<file path="src/rtl/ita_scan_pkg.sv">
// ita_scan_pkg: shared constants for the ita 14-segment scan monitor.
//   - Segment bit order (bit 13 down to 0): a b c d e f g1 g2 h i j k l m
//   - Glyph patterns for 0-9, A-Z and space, matching the ita display drivers
//   - Character codes: 0-9 digits, 10-35 letters, 36 space, 63 unknown
package ita_scan_pkg;

    localparam int NDIG = 12;
    localparam int CW   = 6;

    localparam logic [CW-1:0] CH_SPACE = 6'd36;
    localparam logic [CW-1:0] CH_UNK   = 6'd63;

    localparam logic [13:0] SEG_0 = 14'h3F0C;
    localparam logic [13:0] SEG_1 = 14'h1808;
    localparam logic [13:0] SEG_2 = 14'h36C0;
    localparam logic [13:0] SEG_3 = 14'h3C40;
    localparam logic [13:0] SEG_4 = 14'h19C0;
    localparam logic [13:0] SEG_5 = 14'h2DC0;
    localparam logic [13:0] SEG_6 = 14'h2FC0;
    localparam logic [13:0] SEG_7 = 14'h3800;
    localparam logic [13:0] SEG_8 = 14'h3FC0;
    localparam logic [13:0] SEG_9 = 14'h3DC0;
    localparam logic [13:0] SEG_A = 14'h3BC0;
    localparam logic [13:0] SEG_B = 14'h3C52;
    localparam logic [13:0] SEG_C = 14'h2700;
    localparam logic [13:0] SEG_D = 14'h3C12;
    localparam logic [13:0] SEG_E = 14'h2780;
    localparam logic [13:0] SEG_F = 14'h2380;
    localparam logic [13:0] SEG_G = 14'h2F40;
    localparam logic [13:0] SEG_H = 14'h1BC0;
    localparam logic [13:0] SEG_I = 14'h2412;
    localparam logic [13:0] SEG_J = 14'h1E00;
    localparam logic [13:0] SEG_K = 14'h0389;
    localparam logic [13:0] SEG_L = 14'h0700;
    localparam logic [13:0] SEG_M = 14'h1B28;
    localparam logic [13:0] SEG_N = 14'h1B21;
    localparam logic [13:0] SEG_O = 14'h3F00;
    localparam logic [13:0] SEG_P = 14'h33C0;
    localparam logic [13:0] SEG_Q = 14'h3F01;
    localparam logic [13:0] SEG_R = 14'h33C1;
    localparam logic [13:0] SEG_S = 14'h2C60;
    localparam logic [13:0] SEG_T = 14'h2012;
    localparam logic [13:0] SEG_U = 14'h1F00;
    localparam logic [13:0] SEG_V = 14'h030C;
    localparam logic [13:0] SEG_W = 14'h1B05;
    localparam logic [13:0] SEG_X = 14'h002D;
    localparam logic [13:0] SEG_Y = 14'h002A;
    localparam logic [13:0] SEG_Z = 14'h240C;
    localparam logic [13:0] SEG_SP = 14'h0000;

    typedef enum logic {HUNT, SYNC} scan_st_t;

    // Position of the set bit of a one-hot select (caller guarantees one-hot).
    function automatic logic [3:0] oh_index(input logic [NDIG-1:0] v);
        logic [3:0] r;
        r = '0;
        for (int i = 0; i < NDIG; i++)
            if (v[i]) r = 4'(i);
        return r;
    endfunction

endpackage

</file>
<file path="src/rtl/ita_scan_capture_decode.sv">
// seg14_decode: combinational 14-segment pattern to character code lookup.
//   segm : observed segment pattern (bit 13 = segment a)
//   code : 0-35 glyph code, 36 space, 63 for any pattern not in the font
module seg14_decode
    import ita_scan_pkg::*;
(
    input  logic [13:0]   segm,
    output logic [CW-1:0] code
);

    always_comb begin
        code = CH_UNK;
        case (segm)
            SEG_0:  code = 6'd0;
            SEG_1:  code = 6'd1;
            SEG_2:  code = 6'd2;
            SEG_3:  code = 6'd3;
            SEG_4:  code = 6'd4;
            SEG_5:  code = 6'd5;
            SEG_6:  code = 6'd6;
            SEG_7:  code = 6'd7;
            SEG_8:  code = 6'd8;
            SEG_9:  code = 6'd9;
            SEG_A:  code = 6'd10;
            SEG_B:  code = 6'd11;
            SEG_C:  code = 6'd12;
            SEG_D:  code = 6'd13;
            SEG_E:  code = 6'd14;
            SEG_F:  code = 6'd15;
            SEG_G:  code = 6'd16;
            SEG_H:  code = 6'd17;
            SEG_I:  code = 6'd18;
            SEG_J:  code = 6'd19;
            SEG_K:  code = 6'd20;
            SEG_L:  code = 6'd21;
            SEG_M:  code = 6'd22;
            SEG_N:  code = 6'd23;
            SEG_O:  code = 6'd24;
            SEG_P:  code = 6'd25;
            SEG_Q:  code = 6'd26;
            SEG_R:  code = 6'd27;
            SEG_S:  code = 6'd28;
            SEG_T:  code = 6'd29;
            SEG_U:  code = 6'd30;
            SEG_V:  code = 6'd31;
            SEG_W:  code = 6'd32;
            SEG_X:  code = 6'd33;
            SEG_Y:  code = 6'd34;
            SEG_Z:  code = 6'd35;
            SEG_SP: code = CH_SPACE;
            default: code = CH_UNK;
        endcase
    end

endmodule

</file>
<file path="src/rtl/ita_scan_capture.sv">
// ita_scan_capture: receive-side monitor for the 12-digit multiplexed
// 14-segment display bus. Registers the bus, decodes each glyph and
// reassembles complete frames, flagging select and sequencing errors.
//   clk, rst     : clock, synchronous active-high reset
//   sel, segm    : observed one-hot digit select and segment pattern
//   frame        : last complete frame, digit i code in [6i+5:6i]
//   frame_valid  : one-cycle pulse when frame updates
//   frame_bad    : qualifies frame_valid, frame holds an unknown glyph
//   sel_err      : pulse, sel multi-hot
//   seq_err      : pulse, digit out of order or select held too long
//   frame_cnt    : good frames captured (saturating)
//   err_cnt      : sel_err + seq_err events (saturating)
module ita_scan_capture
    import ita_scan_pkg::*;
#(
    parameter int TIMEOUT = 255
) (
    input  logic                 clk,
    input  logic                 rst,
    input  logic [NDIG-1:0]      sel,
    input  logic [13:0]          segm,
    output logic [NDIG*CW-1:0]   frame,
    output logic                 frame_valid,
    output logic                 frame_bad,
    output logic                 sel_err,
    output logic                 seq_err,
    output logic [15:0]          frame_cnt,
    output logic [7:0]           err_cnt
);

    logic [NDIG-1:0]          sel_q, prev_q;
    logic [13:0]              segm_q;
    logic [CW-1:0]            code;
    scan_st_t                 st;
    logic [3:0]               exp_q;
    logic [15:0]              rep_q, rep_nx;
    logic                     bad_q;
    logic [NDIG-1:0][CW-1:0]  wbuf;

    logic       is_zero, is_multi, is_rep, unk, timeout_hit;
    logic [3:0] idx;

    seg14_decode u_dec (
        .segm (segm_q),
        .code (code)
    );

    assign is_zero  = (sel_q == '0);
    assign is_multi = ((sel_q & (sel_q - 1'b1)) != '0);
    // prev_q only ever holds non-zero samples, so a blank between two
    // showings of the same digit still counts as a repeat.
    assign is_rep   = (sel_q == prev_q);
    assign idx      = oh_index(sel_q);
    assign unk      = (code == CH_UNK);
    assign rep_nx   = (rep_q == 16'hFFFF) ? rep_q : rep_q + 16'd1;
    assign timeout_hit = (TIMEOUT != 0) && (rep_nx == 16'(TIMEOUT));

    always_ff @(posedge clk) begin
        if (rst) begin
            sel_q       <= '0;
            segm_q      <= '0;
            prev_q      <= '0;
            st          <= HUNT;
            exp_q       <= '0;
            rep_q       <= '0;
            bad_q       <= 1'b0;
            wbuf        <= {NDIG{CH_SPACE}};
            frame       <= {NDIG{CH_SPACE}};
            frame_valid <= 1'b0;
            frame_bad   <= 1'b0;
            sel_err     <= 1'b0;
            seq_err     <= 1'b0;
            frame_cnt   <= '0;
            err_cnt     <= '0;
        end else begin
            sel_q       <= sel;
            segm_q      <= segm;
            frame_valid <= 1'b0;
            sel_err     <= 1'b0;
            seq_err     <= 1'b0;

            if (is_zero) begin
                // blanking: nothing moves, timeout count is held
            end else if (is_multi) begin
                sel_err <= 1'b1;
                if (err_cnt != 8'hFF) err_cnt <= err_cnt + 8'd1;
                st     <= HUNT;
                prev_q <= sel_q;
                rep_q  <= '0;
            end else if (is_rep) begin
                rep_q <= rep_nx;
                if (st == SYNC) begin
                    wbuf[idx] <= code;
                    if (unk) bad_q <= 1'b1;
                    if (timeout_hit) begin
                        seq_err <= 1'b1;
                        if (err_cnt != 8'hFF) err_cnt <= err_cnt + 8'd1;
                        st <= HUNT;
                    end
                end
            end else begin
                prev_q <= sel_q;
                rep_q  <= '0;
                if (st == HUNT) begin
                    if (idx == 4'd0) begin
                        wbuf[0] <= code;
                        bad_q   <= unk;
                        exp_q   <= 4'd1;
                        st      <= SYNC;
                    end
                end else if (idx == exp_q) begin
                    wbuf[idx] <= code;
                    if (unk) bad_q <= 1'b1;
                    exp_q <= exp_q + 4'd1;
                    if (idx == 4'(NDIG - 1)) begin
                        // commit straight from the buffer plus the last
                        // digit so frame is never seen half-written
                        frame       <= {code, wbuf[NDIG-2:0]};
                        frame_valid <= 1'b1;
                        frame_bad   <= bad_q | unk;
                        if (!(bad_q | unk) && frame_cnt != 16'hFFFF)
                            frame_cnt <= frame_cnt + 16'd1;
                        st <= HUNT;
                    end
                end else begin
                    seq_err <= 1'b1;
                    if (err_cnt != 8'hFF) err_cnt <= err_cnt + 8'd1;
                    if (idx == 4'd0) begin
                        wbuf[0] <= code;
                        bad_q   <= unk;
                        exp_q   <= 4'd1;
                        st      <= SYNC;
                    end else begin
                        st <= HUNT;
                    end
                end
            end
        end
    end

endmodule

</file>
<file path="config.mk">
export PLATFORM = sky130hd
export DESIGN_NAME = ita_scan_capture
export DESIGN_NICKNAME = d
export VERILOG_FILES = /design/src/rtl/ita_scan_pkg.sv /design/src/rtl/ita_scan_capture_decode.sv /design/src/rtl/ita_scan_capture.sv
export SDC_FILE = /design/constraint.sdc
export NUM_CORES = 1
export LEC_CHECK = 0
export CORE_MARGIN = 2
export CORE_UTILIZATION = 31
export DETAILED_ROUTE_END_ITERATION = 8
export GPL_TIMING_DRIVEN = 0
export MAX_ROUTING_LAYER = met4
export PLACE_DENSITY = 0.62
export SLEW_MARGIN = 20
export SYNTH_ARGS = -nofsm -noshare
export SYNTH_HDL_FRONTEND = slang
export SYNTH_SLANG_ARGS = --single-unit
</file>
<file path="constraint.sdc">
create_clock -name clk -period 2.9 [get_ports clk]
set_input_delay 0.58 -clock clk [delete_from_list [all_inputs] [get_ports clk]]
set_output_delay 0.58 -clock clk [all_outputs]
set_load 0.005 [all_outputs]
</file>
==> flow_summary.yaml, run 1 <==
sta:
  worst_slack_ns: -0.202
  hold_ws_ns: 0.452
  finalCriticalPeriod_ns: 3.10
  relSlewSlack_pct: 30.4
  fin_crit_sh_pct: 107
  finalSetupTns_ns: -7.68
  worst_pin_slew_ns: 1.03
  rsz0062_at_grt: "true"
  fin_skew_ns: 0.0238
  slew_viol_final: 0
  finalSetupViolations: 71
  timing_hold_violations_final: 0
  max_freq_mhz: 322
cts:
  cts_sinks: 226
  cts_tree: "built"
  clk_pin_slew_ns: 0.06
  root_buffer: "clkbuf_16"
  insertion_delay_ns: 0.55
  cts_buffer_depth: 3
  numCtsBuffers: 26
  h-tree-depth: 1
grt:
  grt_use_met1_pct: 26.4
  grtUsageMet3_pct: 2.43
  antenna_found_initial: 0
  top_usage_layer: "met2"
  grt_max_degree: 14
  grt_use_total_pct: 19.0
  grt_pass1_wl_microns: 51000
  overflow: 0
  grt_pass1_vias: 9311
  grt_use_met2_pct: 29.6
yosys:
  netlist_top_cells_area: "dfxtp_1, nand2_1, mux2i_1"
  avgSynthCellArea_sq_um: 8.37
  synthTopCellsByCount: "dfxtp_1, nand2_1, a21oi_1, nor2_1, clkbuf_1"
  yosysUniqueCellTypes: 71
  synth_warnings: 0
  ys_seq_elements: 226
  synthDominantCellAreaShare_pct: 44.2
  seq_area_frac_synth_pct: 44.2
  yosys.area_share.simple_pct: 29.4
  synth_top_cell_by_area: "dfxtp_1"
  synth_mux_area_share_pct: 6.35
  synth.net_count: 1256
  synth_top_family_by_area: "simple AND/OR/NAND/NOR gates"
  synthArstFlopShare_pct: 0
  syn_area_sq_um: 10200
  synth_compound_area_share_pct: 13.9
  synth_edf_count: 0
  synth_xor_xnor_area_share_pct: 1.45
  syn_inst: 1224
  yosysMostFrequentCell: "dfxtp_1"
  synthAdderAreaFrac_pct: 0.587
  ys.flop_type: "dfxtp_1"
route:
  route.detailed.drc: 0
  drt_pass1_iterations: 5
  antenna_left: 0
  via_count: 10069
  first_iter_violations: 852
  drt-vias-per-instance: 5.26
  wire_per_inst_microns: 18.0
  drt-total-wl_microns: 34400
die:
  rows: 66
  start_util_pct: 31.5
  pin_count: 128
  dieArea_sq_um: 34500
  die_x_microns: 186
  core_sq_um: 32500
  dieHeight_microns: 186
power_and_ir_drop:
  power_density_nw_per_um2: 475
  leakage_uw: 0.00555
  peakVddDrop_uv: 460
  power_uw: 7270
place:
  dpl-instance-area_sq_um: 12200
  io_buffer_count: 127
  gp_congestion: 0.900
  hpwlAfterDp_microns: 22800
cells_and_area:
  syn2layout_area_growth_pct: 49.3
  drive_gt1_share_pct: 25.1
  n_antenna_cell: 0
  num-fill-cells: 3063
  nets: 1486
  final_area_sq_um: 15300
worst_setup_path:
  crit_required_ns: 3.29
  start_kind: "flip-flop"
  path_max_fanout: 10
  crit_path_end_kind: "flip-flop"
  arrival_ns: 3.50
  critPathKind: "reg -> reg"
worst_hold_path:
  hp-class: "reg -> reg"
run:
  max_cap_violations: 0
status:
  violations: "negative setup slack"
  status: "finished, violations left"
## cell usage in the layout, fill, tap and decap left out, types with 8 or more instances in the layout
cell,instances
nand2_1,193
clkbuf_8,8
a21oi_2,12
buf_4,53
buf_6,36
inv_1,11
clkbuf_2,12
nor3_2,9
or4_4,10
buf_12,10
dfxtp_1,201
nor4_4,21
nor4_1,9
dfxtp_2,21
buf_8,11
nand4_1,15
nor2b_1,36
or3_1,15
mux2i_1,56
nand3_1,51
o21ai_0,36
and3_1,8
or2_2,8
clkdlybuf4s50_1,127
a21oi_1,91
clkbuf_16,34
clkbuf_1,30
nor3_1,21
xor2_1,16
nor2_1,87
## through the flow
| stage | std cells | util (%) | setup slack, ns |
|---|---|---|---|
| after detailed placement | 1793 | 37.6 | -1.05 |
| after floorplan | 1224 | - | -0.191 |
| after CTS | 1878 | 43.7 | -0.123 |
| after global routing | 1914 | 47.0 | -0.300 |
| final | 1914 | 47.0 | -0.202 |
| after global placement | 1793 | 37.6 | -1.16 |
## power breakdown
| group | internal (uW) | total [uW] | switching (uW) |
|---|---|---|---|
| clock network | 2090 | 3440 | 1350 |
| logic | 288 | 628 | 340 |
| registers | 3140 | 3210 | 63.6 |
| total | 5520 | 7270 | 1750 |
## metal layers
layer  wire, microns  share of wire (%)
met5               0                  0
met4             833                2.4
met3            2200                6.4
met2           15300                 45
met1           16000                 47
## path summary, 6_finish.rpt
path	startpoint	endpoint	slack, ns	cells after the start
hold / removal	wbuf[9]	frame[9]	0.45	2
hold reg to reg	wbuf[9]	frame[9]	0.45	2
setup / recovery	segm_q[8]	frame_cnt[4]	-0.20	10
setup reg to reg	segm_q[8]	frame_cnt[4]	-0.20	10
## cell type report
cell class,instances,area (sq um),area share (%)
multi-input cells,891,6270,41.0
flip-flops and latches,226,4570,29.9
well taps,442,553,3.62
clock buffers,36,758,4.96
clock inverters,10,144,0.941
inverters,12,45.0,0.295
repair buffers,227,2430,15.9
plain buffers,70,532,3.48
## registers in the layout (all words and copies together) (netlist names), 8 cells and up
name and count:
frame 72, sel_q 12, frame_cnt 16, wbuf 66, prev_q 12, err_cnt 8, segm_q 14, rep_q 16
## critical path, stage by stage (launching register included)
cell and delay (ns):
dfxtp_4 0.34, or4_4 0.56, or4_4 0.51, a2111oi_4 0.42, a211oi_4 0.10, nand4_4 0.16, o211ai_4 0.15, buf_8 0.18
buf_8 0.14, o31ai_1 0.31, a21oi_2 0.09
## logic make-up after synthesis
| kind of cell | count (synthesis) |
|---|---|
| muxes | 64 |
| and+or+nand+nor | 573 |
| adders and majority gates | 5 |
| AOI/OAI and AO/OA | 231 |
| DFF | 226 |
| buffers and inverters | 108 |
| xor gates and xnor gates | 17 |
## what timing repair did
item / CTS / global route
hold buffers: 0 / 0
pin swaps: 41 / 37
endpoints found under the setup margin: 196 / 189
resized for setup: 159 / 178
cloned: 4 / 9
buffers inserted: 58 / 33
No activity file was read; power rests on OpenSTA's default activity.
==> run 2: changes to the inputs <==
--- a/config.mk
+++ b/config.mk
@@ -7,6 +7,7 @@
 export LEC_CHECK = 0
 export CORE_MARGIN = 2
 export CORE_UTILIZATION = 31
+export CTS_CLUSTER_DIAMETER = 40
 export DETAILED_ROUTE_END_ITERATION = 8
 export GPL_TIMING_DRIVEN = 0
 export MAX_ROUTING_LAYER = met4
==> run 2 against run 1 <==
  * The run still ends with negative setup slack left
  * Clock skew up 0.0040 ns
  * Hold slack worse by 0.0028 ns
  * Flip-flop and latch count unchanged
  * Critical path type unchanged
  * Highest routed layer unchanged
==> flow_summary.yaml, run 2 (synthesis results as in run 1) <==
cells_and_area:
  layout_commonest_cell: "dfxtp_1"
  final_cell_mix: "dfxtp_1, nand2_1, clkdlybuf4s50_1"
  num-fill-cells: 3112
  syn2layout_area_growth_pct: 48.2
  n_antenna_cell: 0
  reg_top3: "frame: 72 flops, wbuf: 66 flops"
  largest_register_ffs: 72
  top_register: "frame"
  drive_gt1_share_pct: 23.9
  nets: 1476
sta:
  finalCriticalPeriod_ns: 3.03
  hold_ws_ns: 0.450
  finalSetupTns_ns: -1.07
  rsz0062_at_grt: "true"
  slew_viol_final: 0
  worst_pin_slew_ns: 1.02
  relSlewSlack_pct: 31.3
  fin_crit_sh_pct: 104
  fin_skew_ns: 0.0278
  max_freq_mhz: 330
  worst_slack_ns: -0.129
  timing_hold_violations_final: 0
  finalSetupViolations: 15
route:
  drt-total-wl_microns: 33300
  drt_pass1_iterations: 5
  met1Wirelength_microns: 15800
  drt-vias-per-instance: 5.25
  first_iter_violations: 777
  top_layer: "met4"
  antenna_left: 0
  wl_met2_microns: 15000
  route.detailed.drc: 0
  via_count: 10054
  wire_per_inst_microns: 17.4
  dr_wl_met3_microns: 1890
power_and_ir_drop:
  power_density_nw_per_um2: 565
  peakVddDrop_uv: 297
  leakage_uw: 0.00553
worst_hold_path:
  hp-class: "reg -> reg"
worst_setup_path:
  crit_required_ns: 3.30
  crit_path_end_kind: "flip-flop"
  start_kind: "flip-flop"
  path_max_fanout: 5
  arrival_ns: 3.43
  critPathKind: "reg -> reg"
grt:
  grt_pass1_wl_microns: 51500
  grt_use_total_pct: 19.4
  antenna_found_initial: 0
  grt_pass1_vias: 9425
  overflow: 0
  grt_max_degree: 14
place:
  hpwlAfterDp_microns: 22800
  io_buffer_count: 127
  gp_congestion: 0.900
die:
  die_x_microns: 186
  rows: 66
  dieHeight_microns: 186
  core_sq_um: 32500
  start_util_pct: 31.5
  pin_count: 128
  dieArea_sq_um: 34500
status:
  status: "finished, violations left"
  violations: "negative setup slack"
cts:
  ctsHoldBuffers: 0
  cts_tree: "built"
  h-tree-depth: 2
  cts_buffer_depth: 3
  cts_sinks: 226
  root_buffer: "clkbuf_16"
  numCtsBuffers: 37
  clk_pin_slew_ns: 0.05
  insertion_delay_ns: 0.53
run:
  max_cap_violations: 0
-- run 2: changes by cell type in the layout (fill, tap and decap cells not counted), sizes merged --
cell	previous run	this run
clkbuf	91	96
buf	115	96
clkinv	5	9
clkinvlp	3	4
inv	11	16
bufinv	3	7
-- run 2: area by class of cell --
cell class / instances / area (sq um) / share of cell area (%)
plain buffers: 71 / 507 / 3.34
clock buffers: 43 / 1000 / 6.59
clock inverters: 24 / 363 / 2.39
inverters: 12 / 45.0 / 0.297
multi-input cells: 891 / 6100 / 40.2
flip-flops and latches: 226 / 4570 / 30.1
well taps: 442 / 553 / 3.65
repair buffers: 205 / 2040 / 13.4
-- run 2: where the power goes --
group / switching (uW) / internal [uW]
registers: 64.6 / 3150
clock network: 1650 / 3140
logic: 319 / 253
total: 2040 / 6540
-- run 2: metrics by stage --
step | total power, uW | area [sq um] | std cells | util (%) | setup slack, ns
3_3_place_gp | 3710 | 12200 | 1793 | 37.6 | -1.16
5_1_grt | 8840 | 15200 | 1914 | 46.6 | -0.247
3_5_place_dp | 3710 | 12200 | 1793 | 37.6 | -1.05
6_report | 8580 | 15200 | 1914 | 46.6 | -0.129
4_1_cts | 8570 | 14500 | 1886 | 44.5 | -0.0909
2_1_floorplan | 3540 | 10400 | 1224 | - | -0.191
-- run 2: path summary, 6_finish.rpt --
path / slack (ns) / startpoint / endpoint / cells after the start
max: -0.13 / segm_q[8] / frame_cnt[9] / 10
min reg2reg: 0.45 / frame[61] / frame[61] / 2
max reg2reg: -0.13 / segm_q[8] / frame_cnt[9] / 10
min: 0.45 / frame[61] / frame[61] / 2
-- run 2: what timing repair did --
item,in CTS,in global routing
resized for setup,140,148
cloned,3,2
setup endpoints to repair,196,187
pin swaps,40,33
buffers inserted,47,27
-- run 2: per-layer routing --
metal,vias to the layer above,track usage [%]
li1,4821,-
met1,4863,26.4
met2,323,29.5
met3,47,3.15
met4,0,5.64
met5,-,-
-- run 2: worst max-delay path: stages, from the launching register on --
cell and delay [ns]:
dfxtp_4 0.34, or4_4 0.54, or4_4 0.45, a2111oi_4 0.37, a211oi_2 0.10, nand4_2 0.10, buf_6 0.14, o211ai_4 0.13
buf_4 0.17, nor4_4 0.26, mux2_4 0.32
